$ cat config.mk
export PLATFORM = sky130hd
export DESIGN_NAME = mxu_postproc
export DESIGN_NICKNAME = d
export VERILOG_FILES = /design/src/rtl/mxu_postproc.sv
export SDC_FILE = /design/constraint.sdc
export NUM_CORES = 1
export LEC_CHECK = 0
export BUFFER_PORTS_ARGS = -buffer_cell sky130_fd_sc_hd__buf_2
export CAP_MARGIN = 40
export CORE_ASPECT_RATIO = 1.1
export CORE_MARGIN = 5
export CORE_UTILIZATION = 25
export DETAILED_ROUTE_END_ITERATION = 8
export PLACE_DENSITY_LB_ADDON = 0.25
export SLEW_MARGIN = 15
export SYNTH_ARGS = -nofsm -noshare
export SYNTH_HDL_FRONTEND = slang
export SYNTH_SLANG_ARGS = --single-unit
$ cat constraint.sdc
create_clock -name clk -period 17.5 [get_ports clk]
set_input_delay 3.5 -clock clk [delete_from_list [all_inputs] [get_ports clk]]
set_output_delay 3.5 -clock clk [all_outputs]
set_load 0.005 [all_outputs]
$ cat src/rtl/mxu_postproc.sv
// Post-processing stage for an MXU result tile: per-column bias add, rounding
// arithmetic right shift with signed saturation, optional ReLU, written back in order.
module mxu_postproc #(
  parameter int N             = 4,
  parameter int DATA_WIDTH    = 32,
  parameter int ADDRESS_WIDTH = 13,
  parameter int MEM_LATENCY   = 3
) (
  input  logic                     clk,
  input  logic                     rst_n,
  input  logic                     start,
  input  logic                     relu_en,
  input  logic [4:0]               shift,
  input  logic [ADDRESS_WIDTH-1:0] base_addr_in,
  input  logic [ADDRESS_WIDTH-1:0] base_addr_bias,
  input  logic [ADDRESS_WIDTH-1:0] base_addr_out,
  output logic                     busy,
  output logic                     done,
  output logic [ADDRESS_WIDTH-1:0] mem_req_addr,
  output logic [DATA_WIDTH-1:0]    mem_req_data,
  input  logic [DATA_WIDTH-1:0]    mem_resp_data,
  output logic                     mem_read_en,
  output logic                     mem_write_en
);

  localparam int DW = DATA_WIDTH;
  localparam int AW = ADDRESS_WIDTH;
  localparam int CW = (N > 1) ? $clog2(N) : 1;
  localparam int EW = (N > 1) ? $clog2(N * N) : 1;
  localparam int TW = (MEM_LATENCY > 1) ? $clog2(MEM_LATENCY) : 1;

  localparam logic [CW-1:0] LAST_COL  = CW'(N - 1);
  localparam logic [EW-1:0] LAST_ELEM = EW'(N * N - 1);
  localparam logic [TW-1:0] LAST_TICK = TW'(MEM_LATENCY - 1);

  localparam logic signed [DW+1:0] SAT_MAX = {3'b000, {(DW-1){1'b1}}};
  localparam logic signed [DW+1:0] SAT_MIN = {3'b111, {(DW-1){1'b0}}};

  typedef enum logic [3:0] {
    S_IDLE,
    S_BIAS_REQ,
    S_BIAS_WAIT,
    S_RD_REQ,
    S_RD_WAIT,
    S_COMPUTE,
    S_WR_REQ,
    S_WR_WAIT,
    S_DONE
  } state_t;

  state_t        state_q, state_d;
  logic          relu_q, relu_d;
  logic [4:0]    shift_q, shift_d;
  logic [AW-1:0] base_in_q, base_in_d;
  logic [AW-1:0] base_bias_q, base_bias_d;
  logic [AW-1:0] base_out_q, base_out_d;
  logic [EW-1:0] elem_idx_q, elem_idx_d;
  logic [CW-1:0] bias_idx_q, bias_idx_d;
  logic [CW-1:0] col_q, col_d;
  logic [TW-1:0] timer_q, timer_d;
  logic [DW-1:0] x_q, x_d;
  logic [DW-1:0] y_q, y_d;
  logic [DW-1:0] bias_q [N];
  logic [DW-1:0] bias_d [N];
  logic          busy_q, busy_d;
  logic          done_q, done_d;
  logic [AW-1:0] addr_q, addr_d;
  logic [DW-1:0] wdata_q, wdata_d;
  logic          rd_en_q, rd_en_d;
  logic          wr_en_q, wr_en_d;

  // Datapath: two guard bits keep bias add plus rounding increment overflow-free.
  logic signed [DW+1:0] rnd_c, sum_c, shr_c;
  logic [DW-1:0]        b_sel_c, sat_c, res_c;

  always_comb begin
    b_sel_c = bias_q[col_q];
    rnd_c   = '0;
    if (shift_q != 5'd0) begin
      rnd_c = (DW+2)'(1) << (shift_q - 5'd1);
    end
    sum_c = {{2{x_q[DW-1]}}, x_q} + {{2{b_sel_c[DW-1]}}, b_sel_c} + rnd_c;
    shr_c = sum_c >>> shift_q;
    if (shr_c > SAT_MAX) begin
      sat_c = SAT_MAX[DW-1:0];
    end else if (shr_c < SAT_MIN) begin
      sat_c = SAT_MIN[DW-1:0];
    end else begin
      sat_c = shr_c[DW-1:0];
    end
    res_c = (relu_q && sat_c[DW-1]) ? '0 : sat_c;
  end

  always_comb begin
    state_d     = state_q;
    relu_d      = relu_q;
    shift_d     = shift_q;
    base_in_d   = base_in_q;
    base_bias_d = base_bias_q;
    base_out_d  = base_out_q;
    elem_idx_d  = elem_idx_q;
    bias_idx_d  = bias_idx_q;
    col_d       = col_q;
    timer_d     = timer_q;
    x_d         = x_q;
    y_d         = y_q;
    bias_d      = bias_q;
    done_d      = 1'b0;
    addr_d      = '0;
    wdata_d     = '0;
    rd_en_d     = 1'b0;
    wr_en_d     = 1'b0;

    case (state_q)
      S_IDLE: begin
        if (start) begin
          relu_d      = relu_en;
          shift_d     = shift;
          base_in_d   = base_addr_in;
          base_bias_d = base_addr_bias;
          base_out_d  = base_addr_out;
          elem_idx_d  = '0;
          bias_idx_d  = '0;
          col_d       = '0;
          state_d     = S_BIAS_REQ;
        end
      end
      S_BIAS_REQ: begin
        rd_en_d = 1'b1;
        addr_d  = base_bias_q + AW'(bias_idx_q);
        timer_d = '0;
        state_d = S_BIAS_WAIT;
      end
      S_BIAS_WAIT: begin
        if (timer_q == LAST_TICK) begin
          bias_d[bias_idx_q] = mem_resp_data;
          if (bias_idx_q == LAST_COL) begin
            state_d = S_RD_REQ;
          end else begin
            bias_idx_d = bias_idx_q + 1'b1;
            state_d    = S_BIAS_REQ;
          end
        end else begin
          timer_d = timer_q + 1'b1;
        end
      end
      S_RD_REQ: begin
        rd_en_d = 1'b1;
        addr_d  = base_in_q + AW'(elem_idx_q);
        timer_d = '0;
        state_d = S_RD_WAIT;
      end
      S_RD_WAIT: begin
        if (timer_q == LAST_TICK) begin
          x_d     = mem_resp_data;
          state_d = S_COMPUTE;
        end else begin
          timer_d = timer_q + 1'b1;
        end
      end
      S_COMPUTE: begin
        y_d     = res_c;
        state_d = S_WR_REQ;
      end
      S_WR_REQ: begin
        wr_en_d = 1'b1;
        addr_d  = base_out_q + AW'(elem_idx_q);
        wdata_d = y_q;
        timer_d = '0;
        state_d = S_WR_WAIT;
      end
      S_WR_WAIT: begin
        if (timer_q == LAST_TICK) begin
          if (elem_idx_q == LAST_ELEM) begin
            state_d = S_DONE;
          end else begin
            elem_idx_d = elem_idx_q + 1'b1;
            col_d      = (col_q == LAST_COL) ? '0 : col_q + 1'b1;
            state_d    = S_RD_REQ;
          end
        end else begin
          timer_d = timer_q + 1'b1;
        end
      end
      S_DONE: begin
        done_d     = 1'b1;
        elem_idx_d = '0;
        bias_idx_d = '0;
        col_d      = '0;
        state_d    = S_IDLE;
      end
      default: state_d = S_IDLE;
    endcase

    busy_d = (state_d != S_IDLE);
  end

  always_ff @(posedge clk) begin
    if (!rst_n) begin
      state_q     <= S_IDLE;
      relu_q      <= 1'b0;
      shift_q     <= '0;
      base_in_q   <= '0;
      base_bias_q <= '0;
      base_out_q  <= '0;
      elem_idx_q  <= '0;
      bias_idx_q  <= '0;
      col_q       <= '0;
      timer_q     <= '0;
      x_q         <= '0;
      y_q         <= '0;
      busy_q      <= 1'b0;
      done_q      <= 1'b0;
      addr_q      <= '0;
      wdata_q     <= '0;
      rd_en_q     <= 1'b0;
      wr_en_q     <= 1'b0;
    end else begin
      state_q     <= state_d;
      relu_q      <= relu_d;
      shift_q     <= shift_d;
      base_in_q   <= base_in_d;
      base_bias_q <= base_bias_d;
      base_out_q  <= base_out_d;
      elem_idx_q  <= elem_idx_d;
      bias_idx_q  <= bias_idx_d;
      col_q       <= col_d;
      timer_q     <= timer_d;
      x_q         <= x_d;
      y_q         <= y_d;
      busy_q      <= busy_d;
      done_q      <= done_d;
      addr_q      <= addr_d;
      wdata_q     <= wdata_d;
      rd_en_q     <= rd_en_d;
      wr_en_q     <= wr_en_d;
    end
  end

  for (genvar gi = 0; gi < N; gi++) begin : g_bias
    always_ff @(posedge clk) begin
      if (!rst_n) begin
        bias_q[gi] <= '0;
      end else begin
        bias_q[gi] <= bias_d[gi];
      end
    end
  end

  assign busy         = busy_q;
  assign done         = done_q;
  assign mem_req_addr = addr_q;
  assign mem_req_data = wdata_q;
  assign mem_read_en  = rd_en_q;
  assign mem_write_en = wr_en_q;

endmodule
==> impl_metrics.env <==
export IMPL_finalCritPeriodShare_pct=46.7
export IMPL_reg2regPathDepth=29
export IMPL_ys_ff_latch=300
export IMPL_grt_pass1_vias=16500
export IMPL_wl_per_cell_um=18.5
export IMPL_crit_path_start_kind="register"
export IMPL_crit_end="y_q[25]"
export IMPL_cpMaxStageDelayCell="a2111oi_4"
export IMPL_cts_hold_buffers=0
export IMPL_ys_flop_type="dfxtp_1"
export IMPL_yosysSeqAreaShare_pct=33.5
export IMPL_regToRegSetupSlack_ps=9330
export IMPL_dp_hpwl_mm=46.0
export IMPL_io_buffer_count=128
export IMPL_htree_levels=2
export IMPL_timing_rr_start="col_q[0]"
export IMPL_clockPowerShare_pct=47.9
export IMPL_worstPathArrival_ps=8590
export IMPL_die_area_um2=77100
export IMPL_instances_no_fill=3334
export IMPL_critPathRequiredTime_ps=17920
export IMPL_leakage_nw=7.85
export IMPL_grt_max_degree=87
export IMPL_setup_tns_ps=0
export IMPL_drv_slew=0
export IMPL_area_growth_pct=16.6
export IMPL_hold_violations=0
export IMPL_die_height_um=291
export IMPL_synthCells=2313
export IMPL_drc=0
export IMPL_grt_pass1_wl_mm=95.8
export IMPL_p_sw_mw=0.431
export IMPL_place_area_um2=19600
export IMPL_worstReg2RegEnd="y_q[25]"
export IMPL_synth_top_cell_area_share_pct=33.5
export IMPL_status="completed"
export IMPL_cp_common_cell="a21oi_2"
export IMPL_whs_path_depth=2
export IMPL_max_stage_delay_ps=660
export IMPL_synth_edf_count=0
export IMPL_comb_power_share_pct=9.2
export IMPL_core_um2=71400
export IMPL_netlist_area_um2=17900
export IMPL_slew_headroom_pct=44.0
export IMPL_cts_clk_slew_worst_paths_ps=60
export IMPL_tritoncts="yes"
export IMPL_p_int_mw=1.20
export IMPL_place_inst=3265
export IMPL_vias=17000
export IMPL_drtIter0Drc=1317
export IMPL_drtAntennaViolNets=0
export IMPL_end_kind="register"
export IMPL_fill_cells=7766
export IMPL_worst_pin_slew_ps=839
export IMPL_crit_path_start="col_q[0]"
export IMPL_avgSynthCellArea_um2=7.75
export IMPL_postCtsSetupBuffers=0
export IMPL_grt_ovfl_total=0
export IMPL_crit_fanout=30
export IMPL_fmax_mhz=122
export IMPL_io_pins=129
export IMPL_initial_core_util_pct=25.1
export IMPL_synth_top_area_cell="dfxtp_1"
export IMPL_yosysUniqueCellTypes=84
export IMPL_grt_antenna_before_repair=3
export IMPL_seq_power_share_pct=42.9
export IMPL_drive_above_1_share_pct=13.2
export IMPL_power_density_nw_per_um2=78.2
export IMPL_dr_pass1_iters=6
export IMPL_multi_input_area_um2=11200
export IMPL_crit_type="register to register"
export IMPL_clk_latency_ps=570
export IMPL_via_per_inst=5.10
export IMPL_ir_worst_vdd_mv=0.0511
export IMPL_cts_resized=0
export IMPL_final_core_util_pct=29.3
export IMPL_clock_root_buffer="clkbuf_16"
export IMPL_syn_num_nets=2474
export IMPL_yosys_warnings=0
export IMPL_nNetsFinal=2521
export IMPL_min_period_ps=8170
export IMPL_setup_ws_ps=9330
export IMPL_switching_share_pct=26.4
export IMPL_cts_buffers=36
export IMPL_ys_async_sr_fraction_pct=0
export IMPL_place_ws_ps=9310
export IMPL_clk_path_buf_depth=3
export IMPL_wl_mm=61.8
export IMPL_hold_class="register to register"
export IMPL_rsz0062_at_grt="no"
export IMPL_synth_top_cells_by_area="dfxtp_1 (34%), nand2_1 (11%), a21oi_1 (8.8%), mux4_2 (5.5%), ha_1 (5.4%)"
export IMPL_maxCapViolCount=0
export IMPL_track_usage_pct=15.3
export IMPL_die_w_um=265
export IMPL_num_rows=103
export IMPL_regArea_um2=6010
export IMPL_final_area_um2=20900
export IMPL_clock_sinks=300
export IMPL_place_congestion=0.893
export IMPL_finalSetupViolCount=0
export IMPL_fin_skew_ps=29.6
-- sequential cells by signal, indices dropped and copies added (netlist names), 2 cells and up --
name and flops:
state_q 4, y_q 32, mem_req_addr 13, x_q 32, base_in_q 13, bias_idx_q 2, mem_req_data 32, bias_q 128
elem_idx_q 4, base_bias_q 13, base_out_q 13, shift_q 5, col_q 2, timer_q 2
-- stage by stage --
| stage | hold slack, ps | power, mW |
|---|---|---|
| after floorplan | 417 | 0.804 |
| after global placement | 439 | 0.860 |
| after detailed placement | 445 | 0.863 |
| after CTS | 453 | 1.65 |
| after global routing | 467 | 1.70 |
| final | 451 | 1.63 |
-- metal layers --
metal / wire (um) / part of all wire [%] / up-vias / track usage (%)
met5: 0 / 0 / - / 0
li1: - / - / 8247 / -
met3: 3390 / 5.5 / 94 / 2.48
met1: 28000 / 45 / 8173 / 20.9
met4: 1570 / 2.5 / 0 / 4.46
met2: 28900 / 47 / 477 / 24.8
-- power groups by stage --
| stage | Clock (mW) | Combinational (mW) | Sequential [mW] |
|---|---|---|---|
| CTS | 0.806 | 0.148 | 0.700 |
| detailed placement | 0 | 0.147 | 0.715 |
| finish | 0.782 | 0.151 | 0.700 |
| global route | 0.832 | 0.164 | 0.701 |
| global placement | 0 | 0.145 | 0.715 |
| floorplan | 0 | 0.0923 | 0.712 |
-- cell type report --
| type | count | share of cell area (%) |
|---|---|---|
| Multi-Input combinational cell | 1812 | 53.4 |
| Sequential cell | 300 | 28.8 |
| Tap cell | 945 | 5.66 |
| Timing Repair Buffer | 164 | 5.37 |
| Clock buffer | 45 | 4.66 |
| Clock inverter | 20 | 1.24 |
| Inverter | 46 | 0.850 |
| Antenna cell | 2 | 0.0240 |
-- critical path, delay by kind of cell, from the launching register on --
family | cells | cell delay (ps)
mux | 1 | 580
simple gates | 6 | 1620
compound gates | 14 | 3530
xor+xnor | 1 | 140
buf+inv | 4 | 870
flops | 1 | 400
fa+ha+maj | 3 | 860
-- Yosys cell counts (all sizes together), types with 13 or more instances --
master / instances
dfxtp: 300
xnor2: 50
nand4: 17
nand2b: 20
and2: 54
xor2: 19
nor3: 33
mux4: 44
inv: 45
buf: 19
ha: 77
a21o: 36
o211ai: 32
nand2: 542
o21ai: 81
a31oi: 13
a21oi: 319
or3: 17
clkbuf: 136
o21a: 16
mux2i: 28
nor2: 146
nand3: 42
nor2b: 13
a211oi: 17
a221oi: 14
a22oi: 20
-- placed cells by master (no fill, tap or decap), types with 19 or more instances in the layout --
cell,Yosys,routed
a21o_1,36,36
a21oi_1,316,316
a22oi_1,20,20
and2_1,54,50
buf_2,11,128
buf_4,1,22
clkbuf_16,0,36
dfxtp_1,300,299
ha_1,77,77
inv_1,43,43
mux2i_1,28,28
mux4_2,44,44
nand2_1,542,538
nand2b_1,20,20
nand3_1,42,40
nor2_1,145,145
nor3_1,33,32
o211ai_1,30,30
o21ai_0,75,75
xnor2_1,50,50
xor2_1,19,19
-- cell families after synthesis --
logic type               Yosys count  share of synthesized area [%]
AND/OR/NAND/NOR                  932                           22.7
AO/OA/AOI/OAI                    645                           22.4
flip-flops                       300                           33.5
buffers and inverters            201                           4.36
multiplexers                      84                           7.85
adder cells (fa/ha/maj)           81                           5.82
XOR/XNOR                          69                           3.37
other                              1                         0.0209
-- how the worst min path moves through the flow --
stage | startpoint | end | slack [ps]
2_1_floorplan | y_q[28] | y_q[28] | 420
3_3_place_gp | bias_q[20] | bias_q[20] | 440
3_5_place_dp | bias_q[33] | bias_q[33] | 450
4_1_cts | bias_q[33] | bias_q[33] | 450
5_1_grt | bias_q[116] | bias_q[116] | 470
6_report | bias_q[112] | bias_q[112] | 450
No activity file was read; power rests on OpenSTA's default activity.
